## config.mk

```make
export PLATFORM = sky130hd
export DESIGN_NAME = jtopl_wrq
export DESIGN_NICKNAME = d
export VERILOG_FILES = /design/src/rtl/jtopl_wrq.sv
export SDC_FILE = /design/constraint.sdc
export NUM_CORES = 1
export LEC_CHECK = 0
export ABC_AREA = 1
export CORE_UTILIZATION = 45
export DETAILED_ROUTE_END_ITERATION = 6
export PLACE_DENSITY = 0.59
export SLEW_MARGIN = 0
export SYNTH_ARGS = -nofsm -noshare
export SYNTH_HDL_FRONTEND = slang
export SYNTH_SLANG_ARGS = --single-unit
```

## constraint.sdc

```tcl
create_clock -name clk -period 3.7 [get_ports clk]
set_clock_uncertainty 0.15 [all_clocks]
set_input_delay 0.555 -clock clk [delete_from_list [all_inputs] [get_ports clk]]
set_output_delay 0.555 -clock clk [all_outputs]
set_load 0.02 [all_outputs]
```

## src/rtl/jtopl_wrq.sv

```systemverilog
// Host-side write queue for the OPL CPU bus: buffers {reg,val} pairs and replays
// them as address/data strobes separated by the chip's cen-counted recovery waits.
module jtopl_wrq #(
  parameter int unsigned AW        = 4,
  parameter int unsigned ADDR_WAIT = 12,
  parameter int unsigned DATA_WAIT = 84
) (
  input  logic          clk,
  input  logic          rst_n,
  input  logic          cen,
  input  logic          req_valid,
  output logic          req_ready,
  input  logic [7:0]    req_reg,
  input  logic [7:0]    req_val,
  input  logic          flush,
  output logic [7:0]    opl_din,
  output logic          opl_addr,
  output logic          opl_cs_n,
  output logic          opl_wr_n,
  output logic          busy,
  output logic [AW:0]   level
);

  localparam int unsigned DEPTH = 1 << AW;
  localparam int unsigned MAXW  = (ADDR_WAIT > DATA_WAIT) ? ADDR_WAIT : DATA_WAIT;
  localparam int unsigned CW    = $clog2(MAXW + 1);

  typedef enum logic [2:0] {IDLE, ADDR, WAIT_A, DATA, WAIT_D} state_t;

  state_t          state, state_nxt;
  logic [CW-1:0]   cnt, cnt_nxt;
  logic [7:0]      val_q, val_nxt;
  logic [7:0]      din_nxt;
  logic            addr_nxt;
  logic            strobe_n_nxt;
  logic            pop;
  logic            push;

  logic [15:0]     mem [DEPTH];
  logic [AW-1:0]   wr_ptr, rd_ptr;
  logic [AW:0]     level_nxt;
  logic [15:0]     head;

  assign head = mem[rd_ptr];
  assign push = req_valid && req_ready && !flush;
  assign busy = (level != '0) || (state != IDLE);

  // Queue bookkeeping; level is kept separately so full and empty are distinct.
  always_comb begin
    level_nxt = level;
    if (flush)
      level_nxt = '0;
    else if (push && !pop)
      level_nxt = level + 1'b1;
    else if (pop && !push)
      level_nxt = level - 1'b1;
  end

  always_ff @(posedge clk) begin
    if (push)
      mem[wr_ptr] <= {req_reg, req_val};
  end

  always_ff @(posedge clk or negedge rst_n) begin
    if (!rst_n) begin
      wr_ptr    <= '0;
      rd_ptr    <= '0;
      level     <= '0;
      req_ready <= 1'b1;
    end else begin
      level     <= level_nxt;
      req_ready <= (level_nxt != (AW+1)'(DEPTH));
      if (flush) begin
        wr_ptr <= '0;
        rd_ptr <= '0;
      end else begin
        if (push) wr_ptr <= wr_ptr + 1'b1;
        if (pop)  rd_ptr <= rd_ptr + 1'b1;
      end
    end
  end

  // Bus outputs are computed alongside the next state and registered with it,
  // so the strobe appears on the same edge the FSM enters ADDR/DATA.
  always_comb begin
    state_nxt    = state;
    cnt_nxt      = cnt;
    val_nxt      = val_q;
    din_nxt      = opl_din;
    addr_nxt     = opl_addr;
    strobe_n_nxt = opl_cs_n;
    pop          = 1'b0;
    case (state)
      IDLE: begin
        if (level != '0 && !flush) begin
          pop          = 1'b1;
          state_nxt    = ADDR;
          din_nxt      = head[15:8];
          val_nxt      = head[7:0];
          addr_nxt     = 1'b0;
          strobe_n_nxt = 1'b0;
        end
      end
      ADDR: begin
        if (cen) begin
          state_nxt    = WAIT_A;
          cnt_nxt      = CW'(ADDR_WAIT - 1);
          strobe_n_nxt = 1'b1;
        end
      end
      WAIT_A: begin
        if (cen) begin
          if (cnt == '0) begin
            state_nxt    = DATA;
            din_nxt      = val_q;
            addr_nxt     = 1'b1;
            strobe_n_nxt = 1'b0;
          end else begin
            cnt_nxt = cnt - CW'(1);
          end
        end
      end
      DATA: begin
        if (cen) begin
          state_nxt    = WAIT_D;
          cnt_nxt      = CW'(DATA_WAIT - 1);
          strobe_n_nxt = 1'b1;
        end
      end
      WAIT_D: begin
        if (cen) begin
          if (cnt == '0)
            state_nxt = IDLE;
          else
            cnt_nxt = cnt - CW'(1);
        end
      end
      default: state_nxt = IDLE;
    endcase
  end

  always_ff @(posedge clk or negedge rst_n) begin
    if (!rst_n) begin
      state    <= IDLE;
      cnt      <= '0;
      val_q    <= '0;
      opl_din  <= '0;
      opl_addr <= 1'b0;
      opl_cs_n <= 1'b1;
      opl_wr_n <= 1'b1;
    end else begin
      state    <= state_nxt;
      cnt      <= cnt_nxt;
      val_q    <= val_nxt;
      opl_din  <= din_nxt;
      opl_addr <= addr_nxt;
      opl_cs_n <= strobe_n_nxt;
      opl_wr_n <= strobe_n_nxt;
    end
  end

endmodule

```

==> summary.md, run 1 <==
| Metric | Value |
|---|---|
| Worst EP required | `2.99 ns` |
| Total track usage | `0.211` |
| Post-synthesis cell count | `1,058` |
| CP delay by family, top | `buffers and inverters` |
| Worst hold path class | `in -> async` |
| Power per cell area | `624 nW/um^2` |
| Initial antenna violation count | `0` |
| Slew Viols, Final | `0` |
| Worst VDD drop | `0.390 mV` |
| Switching power | `2.71 mW` |
| # fillers | `2,324` |
| Seq. cell area | `roughly 8700 um^2` |
| Starting Density | `0.460` |
| Outcome | `finished, final reports clean` |
| Vias in the first global route | `7,599` |
| H-tree Lvls | `1` |
| Core area | `roughly 27,000 um^2` |
| Clock Latency Late Sink | `0.56 ns` |
| Period minus WS final | `2.84 ns` |
| Die width | `between 150 and 200 um` |
| Max-cap violations | `0` |
| Worst-path clk slew | `around 0.060 ns` |
| Clock share of power | `0.319` |
| CTS buffer count | `31` |
| Final setup viols | `0` |
| Row count | `60` |
| Setup TNS | `0 ns` |
| Largest net degree at the start of global routing | `between 90 and 100` |
| Clock Path Buffers | `3` |
| Hpwl dp | `17,300 um` |
| RSZ-0062 raised after global routing | `no` |
| Most frequent cell after synthesis | `edfxtp_1` |
| CP arrival | `2.13 ns` |
| DRT Pass-1 Iters | `5` |
| WHS | `roughly 0.0062 ns` |
| Register bit total from synthesis | `298` |
| Sequential share of the synthesized area | `0.703` |
| Initial drt markers | `753` |
| TritonCTS clock tree | `built` |
| Yosys warnings | `0` |
| Via density | `5.49` |
| Syn Nets | `1,087` |
| Buffers on Ports | `38` |
| Tcrit/Tclk final | `0.767` |
| Post-synth EDFFs | `256` |
| Hold Buf Count CTS | `0` |
| DR WL/cell | `between 15 and 20 um` |
| Total power | `8.84 mW` |
| Layout area overhead | `14.1%` |
| Fin area | `14,200 um^2` |
| DRC viols | `0` |
| GR Overflow Total | `0` |
| I/O pin cnt | `39` |
| Die ar. | `roughly 28,000 um^2` |
| DIE HEIGHT | `168 um` |
| Reg power frac | `0.461` |
| CP startpoint kind | `register` |
| Synthesized area | `about 12,000 um^2` |
| Clock sinks | `298` |
| Leakage dissipation | `5.02 nW` |
| Ant diodes | `0` |
| Slowest stage delay, CP | `approximately 0.60 ns` |
| Critical path class | `reg -> out` |
| WL met3 | `1550 um` |
| FMAX | `353 MHz` |
| Share of the synthesized area in the top cell type | `0.618` |
| Crit. End Element | `output port` |
| Cell internal pwr | `6.13 mW` |
| Post-Place Cell Area | `13,300 um^2` |
| Area of the multi-input gates | `around 3200 um^2` |
| Sw frac | `0.307` |
| Slew @ Worst Pin | `0.958 ns` |
| # resized after CTS | `0` |
| Yosys cell types | `41` |
| Async SR Flop Fraction | `0.141` |
| Slowest-stage cell, CP | `clkdlybuf4s50_1` |
| Uppermost routed layer | `met4` |
| Slew Limit Headroom | `0.361` |
| Cell mode on critical path | `inv_1` |
| Share of post-route cells with drive strength above 1 | `0.106` |
| Antenna Violating Nets Remaining | `0` |
| Global placement routability congestion | `0.802` |
| Logic pwr share | `0.221` |
| Post CTS Setup Buffer Count | `0` |
| Final hold violation count | `0` |
| Crit path cell chain | `inv_1 > ha_1 > nand2_1 > inv_1 > nand3_1 > clkdlybuf4s50_1` |
| Final #Nets | `1,135` |
| Post-Route WL | `29,100 um` |
| Ranking of synthesized cells by area | `edfxtp_1 (62%), dfrtp_1 (8.1%), o21ai_0 (5.0%), nand2_1 (4.7%), nor2_1 (4.3%)` |
| DR vias | `8,054` |
| DRT met1 WL | `between 10,000 and 15,000 um` |
| Top_reg_cell synth | `edfxtp_1` |
| Post-synth top cells | `edfxtp_1 (256), nand2_1 (156), nor2_1 (142), o21ai_0 (123), nand3_1 (63)` |
| Met2 WL | `13,500 um` |
| First-pass GRT wire length | `between 40,000 and 50,000 um` |
| Root Driver | `clkbuf_16` |
| Worst-path fanout max | `7` |
| Avg Cell Area, Syn | `11.7 um^2` |
| Buf+Inv Stages, Crit Path | `3` |
| Synth area leader | `edfxtp_1` |
==> worst paths after layout <==
kind	start	endpoint	slack [ns]	depth (start not counted)
max reg2reg	rd_ptr[0]$_DFFE_PN0P_	opl_din[1]$_DFFE_PN0P_	1.18	10
min	rst_n	state[2]$_DFFE_PN0P_	0.006	1
min reg2reg	opl_wr_n$_DFFE_PN1P_	opl_wr_n$_DFFE_PN1P_	0.32	2
max in group asynchronous	rst_n	rd_ptr[0]$_DFFE_PN0P_	2.69	1
min in group clk	opl_wr_n$_DFFE_PN1P_	opl_wr_n$_DFFE_PN1P_	0.32	2
max	level[0]$_DFF_PN0_	busy	0.86	6
==> cell type report <==
class | count | share of cell area
Clock buffer | 37 | 0.0563
Clock inverter | 17 | 0.00759
Inverter | 67 | 0.0184
Multi-Input combinational cell | 638 | 0.226
Sequential cell | 298 | 0.617
Tap cell | 341 | 0.0301
Timing Repair Buffer | 70 | 0.0443
==> layout by cell type, fill, tap and decap left out, drive strengths merged <==
cell type and count:
clkinv 19, a22oi 1, or2 1, clkbuf 37
edfxtp 256, dfrtp 40, o22ai 2, bufinv 1
o21ai 133, o211ai 40, a21oi 30, inv 64
nor4 2, o221ai 3, nor3 19, nand3 69
a31oi 8, ha 8, clkdlybuf4s50 37, nand4 11
xnor2 1, nand2 160, xor2 1, nor2 149
dfstp 2, buf 33
==> layer usage <==
layer / vias up / track usage
li1: 3841 / -
met1: 3964 / 0.303
met2: 212 / 0.338
met3: 37 / 0.0303
met4: 0 / 0.0534
met5: - / 0
==> cells by family after synthesis <==
family,count (synthesis),synth area share
adders and majority gates,8,0.00805
DFF,298,0.703
and+or+nand+nor,411,0.144
AOI/OAI and AO/OA,217,0.0988
buffers and inverters,122,0.0442
xor gates and xnor gates,2,0.00141
==> power by group through the flow <==
stage	clock, mW	sequential, mW	combinational, mW
3_5_place_dp	0	4.14	1.96
3_3_place_gp	0	4.15	1.95
2_1_floorplan	0	4.15	1.32
5_1_grt	3.02	4.11	2.20
6_report	2.82	4.07	1.95
4_1_cts	2.88	4.07	1.97
==> metrics by stage <==
stage	utilization	std cells	worst slack, ns
global placement	0.491	1414	0.977
CTS	0.525	1468	0.831
floorplan	-	1058	0.963
global route	0.525	1468	0.740
finish	0.525	1468	0.863
detailed placement	0.491	1414	0.937
==> state kept, by name, summed over array words and instances (netlist names) <==
signal     count
cnt            7
level          5
mem          256
opl_addr       1
opl_din        8
opl_wr_n       1
rd_ptr         4
req_ready      1
state          3
val_q          8
wr_ptr         4
No activity file was read; power rests on OpenSTA's default activity.
==> run 2, diff against run 1 <==
--- a/config.mk
+++ b/config.mk
@@ -8,7 +8,7 @@
 export ABC_AREA = 1
 export CORE_UTILIZATION = 45
 export DETAILED_ROUTE_END_ITERATION = 6
-export PLACE_DENSITY = 0.59
+export PLACE_DENSITY = 0.62
 export SLEW_MARGIN = 0
 export SYNTH_ARGS = -nofsm -noshare
 export SYNTH_HDL_FRONTEND = slang
==> constraint.sdc (replaced) <==
create_clock -name clk -period 2.4 [get_ports clk]
set_clock_uncertainty 0.15 [all_clocks]
set_input_delay 0.36 -clock clk [delete_from_list [all_inputs] [get_ports clk]]
set_output_delay 0.36 -clock clk [all_outputs]
set_load 0.02 [all_outputs]
==> summary.md, run 2 (synthesis results as in run 1) <==
| Metric | Value |
|---|---|
| Reg2reg end | `val_q[1]$_DFFE_PN0P_ (was opl_din[1]$_DFFE_PN0P_)` |
| Core area | `27,000 um^2 (unchanged)` |
| Crit path cell chain | `clkdlybuf4s50_1 (was inv_1 > ha_1 > nand2_1 > inv_1 > nand3_1 > clkdlybuf4s50_1)` |
| Crit. End Element | `output port (unchanged)` |
| Most Crowded Layer GR | `met2 (unchanged)` |
| Worst-path fanout max | `7 (unchanged)` |
| DIE HEIGHT | `168 um (unchanged)` |
| Max reg flops | `256 (unchanged)` |
| TritonCTS clock tree | `built (unchanged)` |
| GRT met3 Usage | `0.0423 (was 0.0303)` |
| Post-Route WL | `30,500 um (was 29,100 um)` |
| Starting Density | `0.460 (unchanged)` |
| Final core occ | `0.551 (was 0.525)` |
| Root Driver | `clkbuf_16 (unchanged)` |
| Slew @ Worst Pin | `0.759 ns (was 0.958 ns)` |
| Worst VDD drop | `0.607 mV (was 0.390 mV)` |
| Top Registers | `mem x256, opl_din x8, val_q x8 (unchanged)` |
| Clock sinks | `298 (unchanged)` |
| Final #Nets | `1,181 (was 1,135)` |
| Max-cap violations | `0 (unchanged)` |
| Hpwl dp | `20,200 um (was 17,300 um)` |
| Die ar. | `28,300 um^2 (unchanged)` |
| Clock share of power | `0.347 (was 0.319)` |
| CP arrival | `1.72 ns (was 2.13 ns)` |
| Initial antenna violation count | `0 (unchanged)` |
| Ant diodes | `0 (unchanged)` |
| Cell internal pwr | `10.3 mW (was 6.13 mW)` |
| GR Overflow Total | `0 (unchanged)` |
| WHS | `0.150 ns (was 0.00615 ns)` |
| Clock Path Buffers | `3 (unchanged)` |
| Total power | `14.7 mW (was 8.84 mW)` |
| Vias in the first global route | `8,226 (was 7,599)` |
| Layout area overhead | `19.8% (was 14.1%)` |
| Logic pwr share | `0.231 (was 0.221)` |
| Period minus WS final | `2.23 ns` |
| Register-to-Register Setup Slack | `0.19 ns (was 1.18 ns)` |
| Worst-path clk slew | `0.06 ns (about the same)` |
| CP delay by family, top | `buffers and inverters (unchanged)` |
| Die width | `168 um (unchanged)` |
| Worst EP required | `1.89 ns (was 2.99 ns)` |
| Reg power frac | `0.422 (was 0.461)` |
| Total track usage | `0.221 (was 0.211)` |
| Worst hold path class | `in -> async (unchanged)` |
| Met2 Use GR | `0.367 (was 0.338)` |
| Buffers on Ports | `38 (unchanged)` |
| Buf+Inv Stages, Crit Path | `1 (was 3)` |
| Slowest stage delay, CP | `0.67 ns (was 0.60 ns)` |
| Global placement routability congestion | `0.847 (was 0.802)` |
| DRC viols | `0 (unchanged)` |
| DR WL/cell | `20.1 um (was 19.8 um)` |
| I/O pin cnt | `39 (unchanged)` |
| FF-to-FF Start | `rd_ptr[0]$_DFFE_PN0P_ (unchanged)` |
| Largest net degree at the start of global routing | `61 (was 94)` |
| Met1 GRT Util | `0.295 (was 0.303)` |
| First-pass GRT wire length | `47,200 um (was 45,200 um)` |
| CP startpoint kind | `register (unchanged)` |
| Commonest non-fill, non-tap cell in the layout | `edfxtp_1 (unchanged)` |
| Most frequent cells in the layout | `edfxtp_1 (256), nand2_1 (156), nor2_1 (138) (unchanged)` |
| RSZ-0062 raised after global routing | `no (unchanged)` |
| Tcrit/Tclk final | `0.928` |
| Slew Limit Headroom | `0.492 (was 0.361)` |
| Switching power | `4.39 mW (was 2.71 mW)` |
| Outcome | `finished, final reports clean (unchanged)` |
| Final setup viols | `0 (unchanged)` |
| Setup TNS | `0 ns (unchanged)` |
| Sw frac | `0.299 (was 0.307)` |
| FMAX | `449 MHz` |
| Row count | `60 (unchanged)` |
| Antenna Violating Nets Remaining | `0 (unchanged)` |
| Share of post-route cells with drive strength above 1 | `0.150 (was 0.106)` |
| Biggest register | `mem (unchanged)` |
| H-tree Lvls | `1 (unchanged)` |
| Leakage dissipation | `5.39 nW (was 5.02 nW)` |
| Worst reg2reg path depth | `8 (was 10)` |
| CTS buffer count | `31 (unchanged)` |
| Initial drt markers | `636 (was 753)` |
| Clock Latency Late Sink | `0.56 ns (about the same)` |
| DR vias | `8,382 (was 8,054)` |
| Power per cell area | `986 nW/um^2 (was 624 nW/um^2)` |
| Slew Viols, Final | `0 (unchanged)` |
| Via density | `5.52 (was 5.49)` |
| Slowest-stage cell, CP | `clkdlybuf4s50_1 (unchanged)` |
| Final hold violation count | `0 (unchanged)` |
| DRT Pass-1 Iters | `7 (was 5)` |
| Critical path class | `reg -> out (unchanged)` |
-- run 2: cell types whose count changed in the layout (fill, tap and decap cells not counted), sizes merged --
cell	previous run	this run
inv	64	63
bufinv	1	7
clkdlybuf4s50	37	36
clkinvlp	0	3
buf	33	78
dlygate4sd3	0	1
clkinv	19	16
-- run 2: cell type report --
| cell class | count | area, um^2 |
|---|---|---|
| Timing Repair Buffer | 116 | 1150 |
| Multi-Input combinational cell | 638 | 3220 |
| Inverter | 67 | 260 |
| Tap cell | 341 | 427 |
| Clock inverter | 22 | 297 |
| Clock buffer | 36 | 795 |
| Fill cell | 2229 | 12100 |
| Sequential cell | 298 | 8750 |
-- run 2: worst max-delay path by stage --
stage | start | end | slack (ns) | cells past startpoint
2_1_floorplan | req_ready$_DFF_PN1_ | mem[1][0]$_DFFE_PP_ | -0.34 | 4
3_3_place_gp | req_valid | mem[8][9]$_DFFE_PP_ | 0.05 | 7
3_5_place_dp | req_valid | mem[8][12]$_DFFE_PP_ | 0.06 | 7
4_1_cts | state[2]$_DFFE_PN0P_ | busy | 0.03 | 5
5_1_grt | rd_ptr[0]$_DFFE_PN0P_ | val_q[1]$_DFFE_PN0P_ | 0.01 | 8
6_report | level[3]$_DFF_PN0_ | level[3] | 0.17 | 1
-- run 2: layer usage --
metal / wire length, um / share of wire
met1: 13100 / 0.43
met2: 14600 / 0.48
met3: 2030 / 0.067
met4: 799 / 0.026
met5: 0 / 0
-- run 2: what timing repair did --
item                       CTS  global route
hold endpoints to repair    19             0
gates resized for setup      1             2
pin swaps                    0             1
setup endpoints to repair    1             1
cloned                       0             0
hold buffers                 1             0
buffers inserted             0             1
-- run 2: worst reg2reg max path, cell delays in order, from the launching register on --
cell and delay, ns:
dfrtp_4 0.41, clkinv_2 0.31, buf_4 0.32, o21ai_0 0.17
o21ai_0 0.18, o211ai_1 0.32, nand2_1 0.12, nand2_1 0.07
o21ai_1 0.05
-- run 2: through the flow --
stage               setup WS, ns  instance area (um^2)  std cells
finish                     0.172                 14900       1518
global route              0.0140                 14900       1518
CTS                       0.0341                 14900       1517
detailed placement        0.0560                 13800       1458
global placement          0.0512                 13800       1458
floorplan                 -0.337                 12400       1058
-- run 2: power by group through the flow --
stage | Sequential [mW] | Combinational (mW) | Clock (mW)
2_1_floorplan | 6.39 | 2.04 | 0
3_3_place_gp | 6.30 | 3.35 | 0
3_5_place_dp | 6.31 | 3.38 | 0
4_1_cts | 6.20 | 3.40 | 5.16
5_1_grt | 6.23 | 3.77 | 5.36
6_report | 6.20 | 3.40 | 5.09
